==> src/rtl/spi_cmd_fifo_if.sv <==
// Handshake bundle between the SPI slave byte strobe, the command FIFO and the DSP engine.
// Optional watermark flag present when SPI_FIFO_WATERMARK_EN is defined.
interface spi_cmd_fifo_if #(
    parameter int unsigned depth      = 32,
    parameter int unsigned data_width = 8
);
    localparam int unsigned cnt_w = $clog2(depth) + 1;

    logic                  flush;
    logic [data_width-1:0] in_byte;
    logic                  in_valid;
    logic [data_width-1:0] out_byte;
    logic                  out_valid;
    logic                  out_ready;
    logic [cnt_w-1:0]      count;
    logic                  empty;
    logic                  full;
    logic                  overflow;
`ifdef SPI_FIFO_WATERMARK_EN
    logic                  almost_full;

    modport master (
        output flush, in_byte, in_valid, out_ready,
        input  out_byte, out_valid, count, empty, full, overflow, almost_full
    );
    modport slave (
        input  flush, in_byte, in_valid, out_ready,
        output out_byte, out_valid, count, empty, full, overflow, almost_full
    );
`else
    modport master (
        output flush, in_byte, in_valid, out_ready,
        input  out_byte, out_valid, count, empty, full, overflow
    );
    modport slave (
        input  flush, in_byte, in_valid, out_ready,
        output out_byte, out_valid, count, empty, full, overflow
    );
`endif
endinterface

==> src/rtl/spi_cmd_fifo.sv <==
// Command byte FIFO between the SPI slave and the DSP engine.
// First-word fall-through head, registered fill level and status flags,
// sticky overflow on dropped writes. Define SPI_FIFO_WATERMARK_EN to add almost_full.
module spi_cmd_fifo #(
    parameter int unsigned depth             = 32,
    parameter int unsigned data_width        = 8,
    parameter int unsigned almost_full_level = 24
) (
    input  logic          clk,
    input  logic          reset,
    spi_cmd_fifo_if.slave bus
);
    localparam int unsigned ptr_w = $clog2(depth);
    localparam int unsigned cnt_w = ptr_w + 1;

    // Elaboration guard on the parameter set
    if (depth < 4 || (depth & (depth - 1)) != 0 || almost_full_level > depth) begin : g_param_check
        $error("spi_cmd_fifo: illegal depth/almost_full_level");
    end

    logic [data_width-1:0] mem [depth];
    logic [ptr_w-1:0]      rd_ptr;
    logic [ptr_w-1:0]      wr_ptr;
    logic [cnt_w-1:0]      count_q;
    logic [cnt_w-1:0]      count_d;
    logic                  empty_q;
    logic                  full_q;
    logic                  overflow_q;
    logic                  pop;
    logic                  push;
    logic                  drop;

    // Handshake decode: a pop frees a slot for a same-cycle push when full
    always_comb begin
        pop  = !empty_q && bus.out_ready;
        push = bus.in_valid && (!full_q || pop);
        drop = bus.in_valid && full_q && !pop;
    end

    // Next fill level; flush wins over any traffic
    always_comb begin
        count_d = count_q;
        if (bus.flush) begin
            count_d = '0;
        end else if (push && !pop) begin
            count_d = count_q + cnt_w'(1);
        end else if (pop && !push) begin
            count_d = count_q - cnt_w'(1);
        end
    end

    // Storage write; contents need no reset
    always_ff @(posedge clk) begin
        if (push && !bus.flush) begin
            mem[wr_ptr] <= bus.in_byte;
        end
    end

    // Pointers, level, status flags and sticky overflow
    always_ff @(posedge clk or negedge reset) begin
        if (!reset) begin
            rd_ptr     <= '0;
            wr_ptr     <= '0;
            count_q    <= '0;
            empty_q    <= 1'b1;
            full_q     <= 1'b0;
            overflow_q <= 1'b0;
        end else begin
            count_q <= count_d;
            empty_q <= (count_d == '0);
            full_q  <= (count_d == cnt_w'(depth));
            if (bus.flush) begin
                rd_ptr     <= '0;
                wr_ptr     <= '0;
                overflow_q <= 1'b0;
            end else begin
                if (pop) begin
                    rd_ptr <= rd_ptr + ptr_w'(1);
                end
                if (push) begin
                    wr_ptr <= wr_ptr + ptr_w'(1);
                end
                if (drop) begin
                    overflow_q <= 1'b1;
                end
            end
        end
    end

`ifdef SPI_FIFO_WATERMARK_EN
    logic almost_full_q;

    // Watermark tracks the next-state level so it moves with count
    always_ff @(posedge clk or negedge reset) begin
        if (!reset) begin
            almost_full_q <= 1'b0;
        end else begin
            almost_full_q <= (count_d >= cnt_w'(almost_full_level));
        end
    end

    assign bus.almost_full = almost_full_q;
`endif

    assign bus.out_byte  = mem[rd_ptr];
    assign bus.out_valid = !empty_q;
    assign bus.count     = count_q;
    assign bus.empty     = empty_q;
    assign bus.full      = full_q;
    assign bus.overflow  = overflow_q;
endmodule
==> src/flat_wrapper.sv <==
// flat-port wrapper written by rule: the top's interface ports become plain ports
module spi_cmd_fifo_flat 
#(
    parameter int unsigned depth             = 32,
    parameter int unsigned data_width        = 8,
    parameter int unsigned almost_full_level = 24
)
  (clk, reset, bus_flush, bus_in_byte, bus_in_valid, bus_out_ready, bus_out_byte, bus_out_valid, bus_count, bus_empty, bus_full, bus_overflow);
  spi_cmd_fifo_if #(.depth(depth), .data_width(data_width)) bus_i ();
  input  logic clk;
  input  logic reset;
  input wire logic [$bits(bus_i.flush)-1:0] bus_flush;
  input wire logic [$bits(bus_i.in_byte)-1:0] bus_in_byte;
  input wire logic [$bits(bus_i.in_valid)-1:0] bus_in_valid;
  input wire logic [$bits(bus_i.out_ready)-1:0] bus_out_ready;
  output wire logic [$bits(bus_i.out_byte)-1:0] bus_out_byte;
  output wire logic [$bits(bus_i.out_valid)-1:0] bus_out_valid;
  output wire logic [$bits(bus_i.count)-1:0] bus_count;
  output wire logic [$bits(bus_i.empty)-1:0] bus_empty;
  output wire logic [$bits(bus_i.full)-1:0] bus_full;
  output wire logic [$bits(bus_i.overflow)-1:0] bus_overflow;
  assign bus_i.flush = bus_flush;
  assign bus_i.in_byte = bus_in_byte;
  assign bus_i.in_valid = bus_in_valid;
  assign bus_i.out_ready = bus_out_ready;
  assign bus_out_byte = bus_i.out_byte;
  assign bus_out_valid = bus_i.out_valid;
  assign bus_count = bus_i.count;
  assign bus_empty = bus_i.empty;
  assign bus_full = bus_i.full;
  assign bus_overflow = bus_i.overflow;
  spi_cmd_fifo #(.depth(depth), .data_width(data_width), .almost_full_level(almost_full_level)) u_core (.clk(clk), .reset(reset), .bus(bus_i));
endmodule
==> config.mk <==
export PLATFORM = sky130hd
export DESIGN_NAME = spi_cmd_fifo_flat
export DESIGN_NICKNAME = d
export VERILOG_FILES = /design/src/rtl/spi_cmd_fifo_if.sv /design/src/rtl/spi_cmd_fifo.sv /design/src/flat_wrapper.sv
export SDC_FILE = /design/constraint.sdc
export NUM_CORES = 1
export LEC_CHECK = 0
export ABC_CLOCK_PERIOD_IN_PS = 5200
export CORE_ASPECT_RATIO = 1.25
export CORE_MARGIN = 3
export CORE_UTILIZATION = 55
export DETAILED_ROUTE_END_ITERATION = 10
export GPL_TIMING_DRIVEN = 1
export PLACE_DENSITY_LB_ADDON = 0.2
export SYNTH_ARGS = -nofsm -noshare
export SYNTH_HDL_FRONTEND = slang
export SYNTH_SLANG_ARGS = --single-unit
==> constraint.sdc <==
create_clock -name clk -period 5.2 [get_ports clk]
set_clock_uncertainty 0.15 [all_clocks]
set_input_delay 0.78 -clock clk [delete_from_list [all_inputs] [get_ports clk]]
set_output_delay 0.78 -clock clk [all_outputs]
set_load 0.01 [all_outputs]
==> reports/summary.txt <==
CP max stage cell: dfrtp_1
CTS H-tree lvls: 1
Worst Tran Pin Value: 954 ps
Layout area overhead: 12.6%
die area: 22100 um^2
Syn Inst Count: 625
Critical Path End Type: primary output
GPL Wtd Cong: 0.893
initial antenna violation count: 0
DR vias/cell: 6.03
layout cells sized above 1: 14.1%
RSZ-0062 raised after global routing: false
post-CTS setup buffers: 0
Max Cap Viol: 0
CTS Hold Buffers Added: 0
first-pass GRT wire length: 34800 um
CTS Buf Count: 25
synth top area cells: edfxtp_1, mux2i_1, mux4_2
Max VDD drop: 0.000347 V
Iter 0 DRT Violations: 486
drt pass-1 iters: 5
Req. time, crit path: 4270 ps
Async S/R FF share, synth: 6.91%
cell family with most CP delay: flip-flops
sequential cell area fraction in the yosys report: 73.1%
critical path's largest stage delay: 960 ps
DR vias: 5697
Filler cells: 1409
Wirelength per Cell: 23.9 um
outcome: finished clean
Buf+Inv Stages, Crit Path: 1
Final Hold Slack: 393 ps
DR DRC count: 0
EDFF count, synth: 256
CP Data Arrival Time: 3660 ps
Period minus WS final: 4590 ps
Cell Area, Synth: 11200 um^2
Crit Path Category: flop to primary output
Reg clk slew, reported paths: 60 ps
Avg Cell Area, Syn: 17.9 um^2
antenna viol nets, final: 0
Synth Register Bits: 275
crit path cell chain: and2_1 -> a22o_1 -> nor3_1 -> a31oi_1 -> o221ai_1 -> clkdlybuf4s50_1
clock sinks: 275
ys flop type: edfxtp_1
Yosys warnings: 0
worst-path fanout max: 21
clk root buf: clkbuf_16
Leakage: 4.01 nW
final hold vios: 0
dpl hpwl: 14400 um
Slew Limit Fails: 0
vias in the first global route: 5986
Overflow after GRT: 0
# rows: 57
CTS Buffer Depth: 3
CTS tree: built
pwr dens: 411 nW/um^2
post-CTS resize count: 0
largest net degree at the start of global routing: 44
final setup fails: 0
fmax: 218 MHz
Die Y: 165 um
HP Class: flop to flop
nets: 684
Synth cell types: 48
Clock Latency Late Sink: 510 ps
Ports: 31
Worst slew margin: 36.4%
top cell type by total area after synthesis: edfxtp_1
Worst Setup Start Kind: flop
Antenna diodes: 0
Synthesized Nets: 645
fin crit share: 88.3%
core footprint: 19700 um^2
IO Port Bufs: 30
die width: 133 um
Starting Density: 56.7%
final setup TNS: 0 ps
Total GRT Usage: 20.9%
final wirelength: 22600 um
Synth top area share: 68.8%
-- registers in the layout (all words and copies together), names as in the netlist --
| register | cells |
|---|---|
| u_core.bus.empty | 1 |
| u_core.bus.count | 6 |
| u_core.mem | 256 |
| u_core.rd_ptr | 5 |
| u_core.bus.full | 1 |
| u_core.wr_ptr | 5 |
| u_core.bus.overflow | 1 |
-- layout make-up --
class	count	area [um^2]	share of cell area, %
clock buffer	30	644	5.13
inverter	7	26.3	0.209
clock inverter	12	183	1.45
tap	265	332	2.64
multi-input combinational	309	2790	22.2
sequential	275	8170	65.0
timing repair buffer	46	433	3.44
-- cell usage in the layout, fill, tap and decap left out, drive strengths merged, types with 3 or more instances in the layout --
cell type | synthesis | final
edfxtp | 256 | 256
mux2i | 82 | 82
nor2 | 51 | 51
mux4 | 32 | 32
clkdlybuf4s50 | 0 | 30
clkbuf | 3 | 30
nand2 | 21 | 21
dfrtp | 18 | 18
a22o | 16 | 16
buf | 31 | 16
a21oi | 12 | 12
a31oi | 10 | 10
nor3 | 9 | 9
a22oi | 8 | 8
o221ai | 8 | 8
inv | 7 | 7
xor2 | 7 | 7
ha | 7 | 7
nand4 | 6 | 6
clkinv | 0 | 6
bufinv | 0 | 5
nand2b | 4 | 4
nand3 | 4 | 4
nor2b | 3 | 3
nand4b | 3 | 3
a211o | 3 | 3
nand3b | 3 | 3
-- tightest hold or removal path: cells and delay by family, from the launching register on --
kind,cells,cell delay (ps)
AO/OA/AOI/OAI,1,50
flip-flops,1,360
AND/OR/NAND/NOR,1,90
-- synth_stat cells, types with 4 or more instances --
library cell  number
xor2_1             7
dfrtp_1           18
ha_1               7
mux2i_1           82
nand3_1            4
nand2_1           21
mux4_2            32
a21oi_1           12
nand2b_1           4
a31oi_1           10
inv_1              7
nor2_1            50
buf_2             20
nor3_1             8
nand4_1            6
a22oi_1            8
o221ai_1           8
buf_4              8
edfxtp_1         256
a22o_1            16
-- stage by stage --
stage               std cells  total power, mW  worst slack [ps]  area, um^2  util, %
floorplan                 625             3.09              2690       11200        -
global placement          902             3.35              1210       11700     59.7
detailed placement        902             3.36              1210       11700     59.7
CTS                       944             5.20               644       12600     63.9
global route              944             5.35               428       12600     63.9
finish                    944             5.17               608       12600     63.9
-- report_power, final --
| group | internal (mW) | leakage, nW | switching (mW) |
|---|---|---|---|
| registers | 2.45 | 2.56 | 0.101 |
| clock network | 1.12 | 0.399 | 0.735 |
| logic | 0.376 | 1.06 | 0.379 |
-- per-layer routing --
layer	GRT usage [%]	part of all wire [%]	vias up
met3	3.45	5.3	54
met2	35.4	50	176
li1	-	-	2545
met4	8.28	4.0	0
met1	27.6	41	2922
met5	0	0	-
-- final timing paths --
check / from / endpoint / slack (ps) / cells past startpoint
min in group asynchronous: reset / u_core.bus.count[3] / 620 / 1
max in group asynchronous: reset / u_core.rd_ptr[0] / 3640 / 1
worst max register to register: u_core.bus.empty / u_core.mem[18][3] / 2180 / 5
worst max-delay path: u_core.rd_ptr[1] / bus_out_byte[3] / 610 / 6
worst min register to register: u_core.bus.overflow / u_core.bus.overflow / 390 / 2
worst min-delay path: u_core.bus.overflow / u_core.bus.overflow / 390 / 2
-- cells by family after synthesis --
logic type | Yosys count | synth area share, %
and+or+nand+nor | 120 | 5.75
adders and majority gates | 7 | 0.784
muxes | 114 | 13.8
buffers and inverters | 41 | 1.94
DFF | 275 | 73.1
xor gates and xnor gates | 9 | 0.706
AOI/OAI and AO/OA | 59 | 3.90
(Power assumes the default switching activity.)
